$ cat src/rtl/pcie_dll_acknak_sched_pkg.sv
// ============================================================================
//  Module   : pcie_dll_acknak_sched_pkg
//  Purpose  : Shared DLL types, ACK/NAK DLLP layout, constants and builders
//  Revision : 1.0  initial release
// ============================================================================
`default_nettype none

package pcie_dll_acknak_sched_pkg;

    localparam int NEXT_RCV_SEQ_BITS = 12;

    localparam logic [7:0] DLLP_TYPE_ACK = 8'h00;
    localparam logic [7:0] DLLP_TYPE_NAK = 8'h10;

    // ACK/NAK DLLP: type byte, 12 reserved bits, 12-bit seq, CRC16 (filled downstream)
    typedef struct packed {
        logic [7:0]                   dllp_type;
        logic [11:0]                  reserved;
        logic [NEXT_RCV_SEQ_BITS-1:0] seq;
        logic [15:0]                  crc16;
    } dllp_ACKNAK_packet_t;

    typedef enum logic [0:0] {
        ST_IDLE = 1'b0,
        ST_SEND = 1'b1
    } acknak_state_e;

    function automatic dllp_ACKNAK_packet_t gen_dllp_ACK(input logic [NEXT_RCV_SEQ_BITS-1:0] seq);
        dllp_ACKNAK_packet_t pkt;
        pkt.dllp_type = DLLP_TYPE_ACK;
        pkt.reserved  = '0;
        pkt.seq       = seq;
        pkt.crc16     = '0;
        return pkt;
    endfunction

    function automatic dllp_ACKNAK_packet_t gen_dllp_NAK(input logic [NEXT_RCV_SEQ_BITS-1:0] seq);
        dllp_ACKNAK_packet_t pkt;
        pkt.dllp_type = DLLP_TYPE_NAK;
        pkt.reserved  = '0;
        pkt.seq       = seq;
        pkt.crc16     = '0;
        return pkt;
    endfunction

endpackage

`default_nettype wire

$ cat src/rtl/pcie_dll_acknak_timer.sv
// ============================================================================
//  Module   : pcie_dll_acknak_timer
//  Purpose  : AckNak latency timer with start / clear and expire indication
//  Revision : 1.0  initial release
// ============================================================================
`default_nettype none

module pcie_dll_acknak_timer #(
    parameter int LATENCY = 255,
    parameter int CNT_W   = 16
) (
    input  logic clk,
    input  logic rst,
    input  logic i_start,
    input  logic i_clear,
    output logic o_expire
);

    localparam logic [CNT_W-1:0] EXPIRE_AT = CNT_W'(LATENCY - 1);

    logic [CNT_W-1:0] count_q, count_d;
    logic             running_q, running_d;

    assign o_expire = running_q && (count_q >= EXPIRE_AT);

    // Next count: clear wins, expiry stops, otherwise count or start.
    // The start cycle itself is the first latency tick, so the load value is 1
    // and the ACK leaves LATENCY cycles after the accepting TLP.
    always_comb begin
        count_d   = count_q;
        running_d = running_q;
        if (i_clear || o_expire) begin
            count_d   = '0;
            running_d = 1'b0;
        end else if (running_q) begin
            count_d = count_q + 1'b1;
        end else if (i_start) begin
            count_d   = CNT_W'(1);
            running_d = 1'b1;
        end
    end

    // Timer state register
    always_ff @(posedge clk) begin
        if (rst) begin
            count_q   <= '0;
            running_q <= 1'b0;
        end else begin
            count_q   <= count_d;
            running_q <= running_d;
        end
    end

endmodule

`default_nettype wire

$ cat src/rtl/pcie_dll_acknak_sched.sv
// ============================================================================
//  Module   : pcie_dll_acknak_sched
//  Purpose  : RX DLL ACK/NAK scheduler - TLP sequence check and DLLP issue
//  Revision : 1.0  initial release
// ============================================================================
`default_nettype none

module pcie_dll_acknak_sched
    import pcie_dll_acknak_sched_pkg::*;
#(
    parameter int SEQ_BITS    = 12,
    parameter int ACK_LATENCY = 255
) (
    input  logic                clk,
    input  logic                rst,
    input  logic                dl_up,
    input  logic                tlp_valid,
    input  logic [SEQ_BITS-1:0] tlp_seq,
    input  logic                tlp_lcrc_ok,
    output logic                tlp_accept,
    output logic                tlp_discard,
    output logic [SEQ_BITS-1:0] next_rcv_seq,
    output logic                dllp_valid,
    input  logic                dllp_ready,
    output logic [47:0]         dllp_pkt
);

    // Distances 1..HALF behind NEXT_RCV_SEQ are duplicates; anything else is ahead
    localparam logic [SEQ_BITS-1:0] SEQ_HALF = {1'b1, {(SEQ_BITS-1){1'b0}}};

    acknak_state_e       state_q, state_d;
    logic [SEQ_BITS-1:0] next_rcv_seq_q, next_rcv_seq_d;
    logic                nak_sched_q, nak_sched_d;
    logic                ack_req_q, ack_req_d;
    logic                nak_req_q, nak_req_d;
    logic                unacked_q, unacked_d;
    logic                tlp_accept_q, tlp_accept_d;
    logic                tlp_discard_q, tlp_discard_d;
    dllp_ACKNAK_packet_t dllp_pkt_q, dllp_pkt_d;

    logic [SEQ_BITS-1:0] seq_diff;
    logic [SEQ_BITS-1:0] ack_seq;
    logic                timer_start;
    logic                timer_clear;
    logic                timer_expire;

    pcie_dll_acknak_timer #(
        .LATENCY (ACK_LATENCY),
        .CNT_W   (16)
    ) u_timer (
        .clk      (clk),
        .rst      (rst),
        .i_start  (timer_start),
        .i_clear  (timer_clear || !dl_up),
        .o_expire (timer_expire)
    );

    // TLP classification, request bookkeeping and the IDLE/SEND output FSM
    always_comb begin
        state_d        = state_q;
        next_rcv_seq_d = next_rcv_seq_q;
        nak_sched_d    = nak_sched_q;
        ack_req_d      = ack_req_q;
        nak_req_d      = nak_req_q;
        unacked_d      = unacked_q;
        dllp_pkt_d     = dllp_pkt_q;
        tlp_accept_d   = 1'b0;
        tlp_discard_d  = 1'b0;
        timer_start    = 1'b0;
        timer_clear    = 1'b0;
        seq_diff       = next_rcv_seq_q - tlp_seq;
        ack_seq        = '0;

        if (tlp_valid) begin
            if (tlp_lcrc_ok && (seq_diff == '0)) begin
                tlp_accept_d   = 1'b1;
                next_rcv_seq_d = next_rcv_seq_q + 1'b1;
                nak_sched_d    = 1'b0;
                unacked_d      = 1'b1;
                timer_start    = 1'b1;
            end else if (tlp_lcrc_ok && (seq_diff <= SEQ_HALF)) begin
                tlp_discard_d = 1'b1;
                ack_req_d     = 1'b1;
            end else begin
                // Bad LCRC or ahead of sequence: one NAK per scheduling window
                tlp_discard_d = 1'b1;
                if (!nak_sched_q) begin
                    nak_req_d   = 1'b1;
                    nak_sched_d = 1'b1;
                end
            end
        end

        if (timer_expire) begin
            ack_req_d = 1'b1;
        end

        case (state_q)
            ST_IDLE: begin
                if (nak_req_q || ack_req_q) begin
                    // Seq reflects a same-cycle accept, so the latch covers it
                    // and clearing unacked/timer over a same-cycle start is safe.
                    ack_seq = next_rcv_seq_d - 1'b1;
                    state_d = ST_SEND;
                    if (nak_req_q) begin
                        dllp_pkt_d = gen_dllp_NAK(ack_seq);
                        nak_req_d  = 1'b0;
                    end else begin
                        dllp_pkt_d = gen_dllp_ACK(ack_seq);
                    end
                    ack_req_d   = 1'b0;
                    unacked_d   = 1'b0;
                    timer_clear = 1'b1;
                end
            end
            ST_SEND: begin
                if (dllp_ready) begin
                    state_d = ST_IDLE;
                end
            end
            default: state_d = ST_IDLE;
        endcase
    end

    // State register; DL_Inactive has the same effect as reset
    always_ff @(posedge clk) begin
        if (rst || !dl_up) begin
            state_q        <= ST_IDLE;
            next_rcv_seq_q <= '0;
            nak_sched_q    <= 1'b0;
            ack_req_q      <= 1'b0;
            nak_req_q      <= 1'b0;
            unacked_q      <= 1'b0;
            tlp_accept_q   <= 1'b0;
            tlp_discard_q  <= 1'b0;
            dllp_pkt_q     <= '0;
        end else begin
            state_q        <= state_d;
            next_rcv_seq_q <= next_rcv_seq_d;
            nak_sched_q    <= nak_sched_d;
            ack_req_q      <= ack_req_d;
            nak_req_q      <= nak_req_d;
            unacked_q      <= unacked_d;
            tlp_accept_q   <= tlp_accept_d;
            tlp_discard_q  <= tlp_discard_d;
            dllp_pkt_q     <= dllp_pkt_d;
        end
    end

    assign tlp_accept   = tlp_accept_q;
    assign tlp_discard  = tlp_discard_q;
    assign next_rcv_seq = next_rcv_seq_q;
    assign dllp_valid   = (state_q == ST_SEND);
    assign dllp_pkt     = dllp_pkt_q;

endmodule

`default_nettype wire
$ cat config.mk
export PLATFORM = sky130hd
export DESIGN_NAME = pcie_dll_acknak_sched
export DESIGN_NICKNAME = d
export VERILOG_FILES = /design/src/rtl/pcie_dll_acknak_sched_pkg.sv /design/src/rtl/pcie_dll_acknak_timer.sv /design/src/rtl/pcie_dll_acknak_sched.sv
export SDC_FILE = /design/constraint.sdc
export NUM_CORES = 1
export LEC_CHECK = 0
export CORE_MARGIN = 10
export CORE_UTILIZATION = 47
export CTS_CLUSTER_SIZE = 40
export DETAILED_ROUTE_END_ITERATION = 8
export GPL_ROUTABILITY_DRIVEN = 0
export GPL_TIMING_DRIVEN = 0
export PLACE_DENSITY_LB_ADDON = 0.1
export SETUP_SLACK_MARGIN = 0.05
export SYNTH_ARGS = -nofsm -noshare
export SYNTH_HDL_FRONTEND = slang
export SYNTH_HIERARCHICAL = 1
export SYNTH_SLANG_ARGS = --single-unit
$ cat constraint.sdc
create_clock -name clk -period 4.3 [get_ports clk]
set_input_delay 0.86 -clock clk [delete_from_list [all_inputs] [get_ports clk]]
set_output_delay 0.86 -clock clk [all_outputs]
set_load 0.01 [all_outputs]
-- Word-level counts from Yosys, hierarchy flattened
Cells that the tools add are included.
- register bits: 83
- input port bits: 18
- output and inout port bits: 63
- word-level logic and storage cells: 65
- add/sub/neg operators: 4
- $lt $le $gt $ge: 2
- equality and inequality tests: 1
- mux-type cells: 29
- bitwise gates (word level): 2
- reductions and logical operators: 14
- operators by type and width (kind ; count):
    $mux 45 ; 1
    $mux 16 ; 2
    $mux 12 ; 2
    $mux 1 ; 23
    $add 16x1->16 const B ; 1
    $ge 16x8->1 const B ; 1
    $add 12x1->12 const B ; 1
    $le 12x12->1 const B ; 1
    $logic_not 12->1 ; 1
    $sub 12x1->12 const B ; 1
    $sub 12x12->12 ; 1
    $logic_or 1x1->1 ; 4
    $reduce_and 2->1 ; 2
    $reduce_or 2->1 ; 2
    $logic_and 1x1->1 ; 3
    $ne 2x2->1 const B ; 1
    $not 1->1 ; 2
    $pmux 1 s2 ; 1
    $reduce_bool 2->1 ; 1
    $logic_not 1->1 ; 1

-- Longest topological paths before layout
Gate-level depths: netlist (run 1).
- depth after elaboration: 9
- mapped depth: 17

-- Modules after synthesis
Netlist (run 1), hierarchy kept.
- modules (own cells, without submodules) (module ; times used ; cells an instance ; area an instance (um2) ; sequential area each (um2)):
    pcie_dll_acknak_sched ; 1 ; 352 ; 2740.1 ; 620.6
    pcie_dll_acknak_timer ; 1 ; 108 ; 930.9 ; 340.3

-- Worst setup path after synthesis (run 1)
Ideal clock, no wire load.
- path type: in2reg
- from: in tlp_seq[5]
- to: reg dllp_pkt_q (netlist bit dllp_pkt[22])
- setup time: 0.120 ns
- arrival: 4.035 ns
- slack: 0.146 ns
- cell stages on the path: 16
- cell sequence: inv_1 > ha_1 > a21oi_4 > nor2_2 > nor4b_2 > or3b_1 > nor3b_2 > and4_1 > buf_6 > nand2b_1 > a21boi_0 > ha_1 > inv_1 > nor4b_1 > nor3_1 > a211o_1
- longest elaborated chain between the ends: 7
- RTL lines (what ; line ; source):
    from (decl) ; pcie_dll_acknak_sched.sv:18 ; input logic [SEQ_BITS-1:0] tlp_seq,
    $sub 12x12->12 ; pcie_dll_acknak_sched.sv:71 ; seq_diff = next_rcv_seq_q - tlp_seq;
    $logic_not 12->1 ; pcie_dll_acknak_sched.sv:75 ; if (tlp_lcrc_ok && (seq_diff == '0)) begin
    $logic_and 1x1->1 ; pcie_dll_acknak_sched.sv:75 ;
    $mux 12 ; pcie_dll_acknak_sched.sv:75 ;
    $mux 12 ; pcie_dll_acknak_sched.sv:74 ; if (tlp_valid) begin
    $sub 12x1->12 ; pcie_dll_acknak_sched.sv:103 ; ack_seq = next_rcv_seq_d - 1'b1;
    $mux 45 ; pcie_dll_acknak_sched.sv:105 ; if (nak_req_q) begin
    to (signal assigned) ; pcie_dll_acknak_sched.sv:146 ; dllp_pkt_q <= dllp_pkt_d;
    to (decl) ; pcie_dll_acknak_sched.sv:39 ; dllp_ACKNAK_packet_t dllp_pkt_q, dllp_pkt_d;
Every way passes these cells.
A chain may end at the register's enable or synchronous reset.

-- Worst setup path after layout (run 1)
- from: in tlp_seq[6]
- to: reg dllp_pkt_q (netlist bit dllp_pkt[24])
The elaborated chain is that of the path after synthesis.

==> flow_metrics.tcl, run 1 <==
set metrics [dict create \
    outcome "complete, no violations" \
    antenna_found_initial 0 \
    critPathMaxFanout 9 \
    drtPass1Iterations 4 \
    hold_depth 2 \
    placement.io_buffers 45 \
    insertion_delay_ns 0.31 \
    crit_arrival_ns 4.43 \
    drv_cap 0 \
    core_area_sq_um 7650 \
    drt-total-wl_mm 9.95 \
    crit_path_end_kind "flop" \
    finalHoldViolations 0 \
    fin_skew_ns 0.0115 \
    synth-edff-count 0 \
    vdd_drop_max_v 0.000188 \
    tightest_slew_ns 0.525 \
    rows 32 \
    dpl_worst_slack_ns -0.757 \
    syn_avg_cell_area_sq_um 7.98 \
    cp-start-kind "input pin" \
    clkTransAtPathRegs_ns 0.09 \
    dieWidth_um 108 \
    grt_start_max_net_pins 16 \
    critPathKind "in -> reg" \
    rr_worst_depth 14 \
    cts_buffers 5 \
    grt_overflow 0 \
    fp.dieH_um 108 \
    synth_ff_type "dfxtp_1" \
    wirelength_met1_mm 4.47 \
    max_freq_mhz 239 \
    period_minus_slack_ns 4.18 \
    synth_area_sq_um 3670 \
    h-tree-depth 2 \
    reg2reg_slack_ns 0.56 \
    crit_chain "clkdlybuf4s50_1 > inv_1 > ha_1 > buf_6 > a211oi_2 > nand2_1 > o22ai_4 > buf_6 > xnor2_1 > nor3b_4 > and4_1 > buf_6 > nand2b_4 > a21boi_4 > ha_4 > o211ai_1 > or4_1 > nand3_1" \
    dpl.hpwl_mm 7.29 \
    vias 3521 \
    grt_usage 0.161 \
    wire_per_inst_um 14.9 \
    post_dp_cell_area_sq_um 4380 \
    wl_met2_mm 4.60 \
    drive_above_1_share 0.241 \
    area_delta_synth_final_pct 33.6 \
    grt_pass1_vias 3380 \
    setup_ws_ns 0.121 \
    grt_pass1_wl_mm 15.9 \
    drc 0 \
    ys_ff_latch 48 \
    nNetsFinal 600 \
    yosysWarnings 6 \
    placedCellCount 641 \
    synthCells 460 \
    relSlewSlack 0.650 \
    vias_per_cell 5.26 \
    cp_common_cell "buf_6" \
    hp-class "reg -> reg" \
    min_to "dllp_pkt[18]$_SDFFE_PP0P_" \
    antenna_left 0 \
    wl_met3_um 759 \
    rsz0062_at_grt "false" \
    fin_cells 670 \
    async_reset_ff_frac 0 \
    cts_tree "yes" \
    finalSetupTns_ns 0 \
    clkSinkCount 48 \
    drt_iter0_drc 181 \
    cts_root_buf "clkbuf_8" \
    cts_buffer_depth 2 \
    power.density_nw_per_um2 183 \
    worst-path-buf-inv 5 \
    die_area_sq_um 11700 \
    critPathSlowestCell "or4_1" \
    regToRegStartpoint "next_rcv_seq[1]$_SDFF_PP0_" \
    finalCritPeriodShare 0.972 \
    drv_slew 0 \
    topRoutingLayerUsed "met4" \
    initial_utilization 0.480 \
    yosysSeqAreaShare 0.262 \
    max_stage_delay_ns 0.55 \
    rr_endpoint "dllp_pkt[24]$_SDFFE_PP0P_" \
    crit_required_ns 4.55 \
    synth.distinct_cells 73 \
    setup_violations 0 \
    leakage_uw 0.00197 \
    fin_area_sq_um 4910 \
    cpLargestDelayFamily "simple AND/OR/NAND/NOR gates" \
    min_from "dllp_pkt[18]$_SDFFE_PP0P_" \
    diodes 0 \
    ios 81 \
]
logic make-up after synthesis:
logic type,after synthesis,share of synthesized area
and+or+nand+nor,195,0.284
buffers and inverters,82,0.133
AOI/OAI and AO/OA,81,0.168
DFF,48,0.262
xor gates and xnor gates,21,0.0501
muxes,17,0.0511
adders and majority gates,15,0.0511
other,1,0.00102
where the power goes:
| group | internal (uW) | switching, uW | leakage (uW) |
|---|---|---|---|
| clock network | 132 | 158 | 0.0000516 |
| logic | 77.9 | 76.4 | 0.00153 |
| registers | 449 | 2.68 | 0.000387 |
flip-flops by register name, indices dropped and copies added, names as in the netlist:
register	cells
next_rcv_seq	12
ack_req_q	1
dllp_valid	1
u_timer/count_q	16
nak_sched_q	1
nak_req_q	1
tlp_discard	1
tlp_accept	1
u_timer/running_q	1
dllp_pkt	13
routing by layer:
metal | global-route usage | up-vias
met4 | 0.0414 | 0
met1 | 0.201 | 1632
met5 | 0 | -
met2 | 0.263 | 98
met3 | 0.0482 | 13
li1 | - | 1778
tightest hold or removal path, cell delays in order, from the launching register on:
cell and delay (ns):
dfxtp_1 0.32, nand2_1 0.05, a21oi_1 0.05
synth_stat cells (all sizes together) (8+ instances only):
master,count,area [sq um]
nor2,36,138
buf,47,357
nand3,24,125
dfxtp,48,961
a21oi,22,125
xnor2,14,123
clkbuf,12,45.0
inv,23,86.3
nor3,25,125
ha,15,188
nand2,39,146
mux2,11,128
and2,9,57.6
nor4,9,56.3
nand2b,8,50.1
o21ai,10,53.8
placed cells by master, fill, tap and decap left out, drive strengths merged, types with 7 or more instances in the layout:
cell	netlist	routed
a211oi	7	7
a21oi	22	22
and2	9	9
and3	7	7
and4	7	7
buf	47	68
clkbuf	12	18
clkdlybuf4s50	0	44
conb	1	35
dfxtp	48	48
ha	15	15
inv	23	24
mux2	11	11
nand2	39	39
nand2b	8	8
nand3	24	24
nor2	36	36
nor3	25	25
nor4	9	9
o21ai	10	10
xnor2	14	14
xor2	7	7
what timing repair did:
action	CTS	global route
buffers inserted	12	9
endpoints found under the setup margin	7	6
resized for setup	15	43
pin swaps	7	20
hold buffers	0	0
layout make-up:
type                            instances  area [sq um]
Clock inverter                          2          13.8
Tap cell                              102           128
Fill cell                             658          2740
Multi-Input combinational cell        364          2590
Clock buffer                            6          82.6
Buffer                                 59           418
Inverter                               23          86.3
Sequential cell                        48           961
Timing Repair Buffer                   66           622
metrics by stage:
step                power (uW)  hold slack [ns]  utilization
floorplan                  555            0.469            -
global placement           594            0.441        0.572
detailed placement         594            0.451        0.572
CTS                        889            0.470        0.607
global route               935            0.494        0.642
finish                     895            0.465        0.642
how the worst max path moves through the flow:
stage,startpoint,endpoint,cells past startpoint
floorplan,tlp_seq[5],dllp_pkt[22]$_SDFFE_PP0P_,16
global placement,tlp_seq[7],dllp_pkt[22]$_SDFFE_PP0P_,18
detailed placement,tlp_seq[7],dllp_pkt[22]$_SDFFE_PP0P_,18
CTS,tlp_seq[7],dllp_pkt[26]$_SDFFE_PP0P_,17
global route,tlp_seq[4],dllp_pkt[24]$_SDFFE_PP0P_,18
finish,tlp_seq[6],dllp_pkt[24]$_SDFFE_PP0P_,18
(Power assumes the default switching activity.)
==> run 2, diff against run 1 <==
- CORE_MARGIN: 10 -> unset
- GPL_TIMING_DRIVEN: 0 -> unset
==> run 2 against run 1 <==
  * Setup slack improved by 0.041 ns
  * Clock power barely moved
  * Cell count fell by 5.7%
  * Critical path depth fell by 4
  * Largest power group unchanged
  * Combinational power fell by 24%
==> flow_metrics.tcl, run 2 (synthesis results as in run 1) <==
set metrics [dict create \
    critPathKind "in -> reg" \
    max_freq_mhz 242 \
    nNetsFinal 566 \
    grt_start_max_net_pins 24 \
    drtPass1Iterations 4 \
    antenna_left 0 \
    vias_per_cell 5.41 \
    crit_path_end_kind "flop" \
    grt_usage 0.220 \
    cts_buffers 5 \
    dieWidth_um 90.4 \
    ios 81 \
    critPathMaxFanout 7 \
    drv_cap 0 \
    largest_register "u_timer/count_q" \
    dpl.hpwl_mm 6.75 \
    comb_power_share 0.137 \
    fp.dieH_um 90.4 \
    grt_overflow 0 \
    p_sw_uw 227 \
    finalHoldViolations 0 \
    fin_skew_ns 0.00645 \
    hp-class "reg -> reg" \
    wire_per_inst_um 14.4 \
    crit_arrival_ns 4.34 \
    drt-total-wl_mm 9.11 \
    antenna_found_initial 0 \
    initial_utilization 0.496 \
    largest_reg_flops 16 \
    postCtsHoldBufs 0 \
    rows 31 \
    finalCritPeriodShare 0.962 \
    finalSetupTns_ns 0 \
    fillCellCount 690 \
    cp-start-kind "input pin" \
    p_int_uw 630 \
    drc 0 \
    drive_above_1_share 0.188 \
    vdd_drop_max_v 0.000167 \
    power.density_nw_per_um2 190 \
    relSlewSlack 0.524 \
    setup_violations 0 \
    grt_pass1_wl_mm 15.0 \
    drt_iter0_drc 146 \
    insertion_delay_ns 0.30 \
    clkTransAtPathRegs_ns 0.09 \
    outcome "complete, no violations" \
    cts_buffer_depth 2 \
    core_area_sq_um 7410 \
    clockPowerShare 0.335 \
    drv_slew 0 \
    rsz0062_at_grt "false" \
    fin_cells 632 \
    seqPwrFrac 0.528 \
    crit_required_ns 4.50 \
    clkSinkCount 48 \
    placement.io_buffers 45 \
    cts_root_buf "clkbuf_8" \
    area_delta_synth_final_pct 23.0 \
    h-tree-depth 2 \
    diodes 0 \
    most-common-layout-cells "dfxtp_1, clkdlybuf4s50_1, buf_4" \
    cts_tree "yes" \
    placedCellCount 624 \
    tightest_slew_ns 0.715 \
    final_common_cell "dfxtp_1" \
    grt_pass1_vias 3165 \
    post_dp_cell_area_sq_um 4310 \
    die_area_sq_um 8170 \
    leakage_uw 0.00180 \
    period_minus_slack_ns 4.14 \
    switching_share 0.265 \
    vias 3421 \
    fin_area_sq_um 4510 \
]
## run 2: changes by cell type in the layout (fill, tap and decap cells not counted), moves of 2 or more
cell and change:
buf_6 -9, ha_4 -4, ha_1 +3, a211oi_1 +2, buf_4 -11, and4_2 +2, and4_1 -3, clkbuf_1 -12
a211oi_2 -2
## run 2: path summary, 6_finish.rpt
check / to / cells past startpoint / startpoint / slack (ns)
min reg2reg: dllp_pkt[20]$_SDFFE_PP0P_ / 2 / dllp_pkt[20]$_SDFFE_PP0P_ / 0.46
max reg2reg: dllp_pkt[27]$_SDFFE_PP0P_ / 12 / next_rcv_seq[6]$_SDFF_PP0_ / 0.56
min: dllp_pkt[20]$_SDFFE_PP0P_ / 2 / dllp_pkt[20]$_SDFFE_PP0P_ / 0.46
max: dllp_pkt[27]$_SDFFE_PP0P_ / 14 / tlp_seq[1] / 0.16
## run 2: layout make-up
| class | count | area (sq um) | share of cell area |
|---|---|---|---|
| Multi-Input combinational cell | 364 | 2450 | 0.543 |
| Sequential cell | 48 | 961 | 0.213 |
| Timing Repair Buffer | 91 | 800 | 0.177 |
| Tap cell | 99 | 124 | 0.0274 |
| Inverter | 23 | 86.3 | 0.0191 |
| Clock buffer | 6 | 82.6 | 0.0183 |
| Clock inverter | 1 | 8.76 | 0.00194 |
## run 2: critical path, stage by stage
cell             delay (ns)
clkdlybuf4s50_1        0.45
inv_1                  0.04
ha_1                   0.30
nor2b_1                0.15
o211a_1                0.29
o21ai_2                0.20
mux2i_1                0.13
a311oi_4               0.30
buf_4                  0.21
and4_2                 0.31
mux2_4                 0.20
a31oi_4                0.09
or4_1                  0.56
a32o_1                 0.26
## run 2: metrics by stage
| step | hold WS, ns | utilization | worst slack [ns] | total power [uW] |
|---|---|---|---|---|
| 2_1_floorplan | 0.469 | - | 0.146 | 555 |
| 3_3_place_gp | 0.443 | 0.582 | -0.303 | 575 |
| 3_5_place_dp | 0.448 | 0.582 | -0.439 | 576 |
| 4_1_cts | 0.468 | 0.596 | 0.0735 | 860 |
| 5_1_grt | 0.495 | 0.609 | 0.0291 | 893 |
| 6_report | 0.465 | 0.609 | 0.161 | 857 |
## run 2: what timing repair did
item                                    in CTS  in global routing
gates resized for setup                      4                 20
pin swaps                                    0                  5
gates cloned                                 0                  0
buffers inserted                             0                  1
endpoints found under the setup margin       4                  6
## run 2: power by group through the flow
stage	Sequential (uW)	Combinational [uW]	Clock [uW]
after global routing	453	129	311
after global placement	462	113	0
after CTS	452	114	294
final	452	117	287
after floorplan	464	91.3	0
after detailed placement	462	113	0
## run 2: per-layer routing
metal	track usage	part of all wire
met1	0.302	0.49
met2	0.355	0.45
met3	0.0354	0.046
met4	0.0632	0.012
met5	0	0
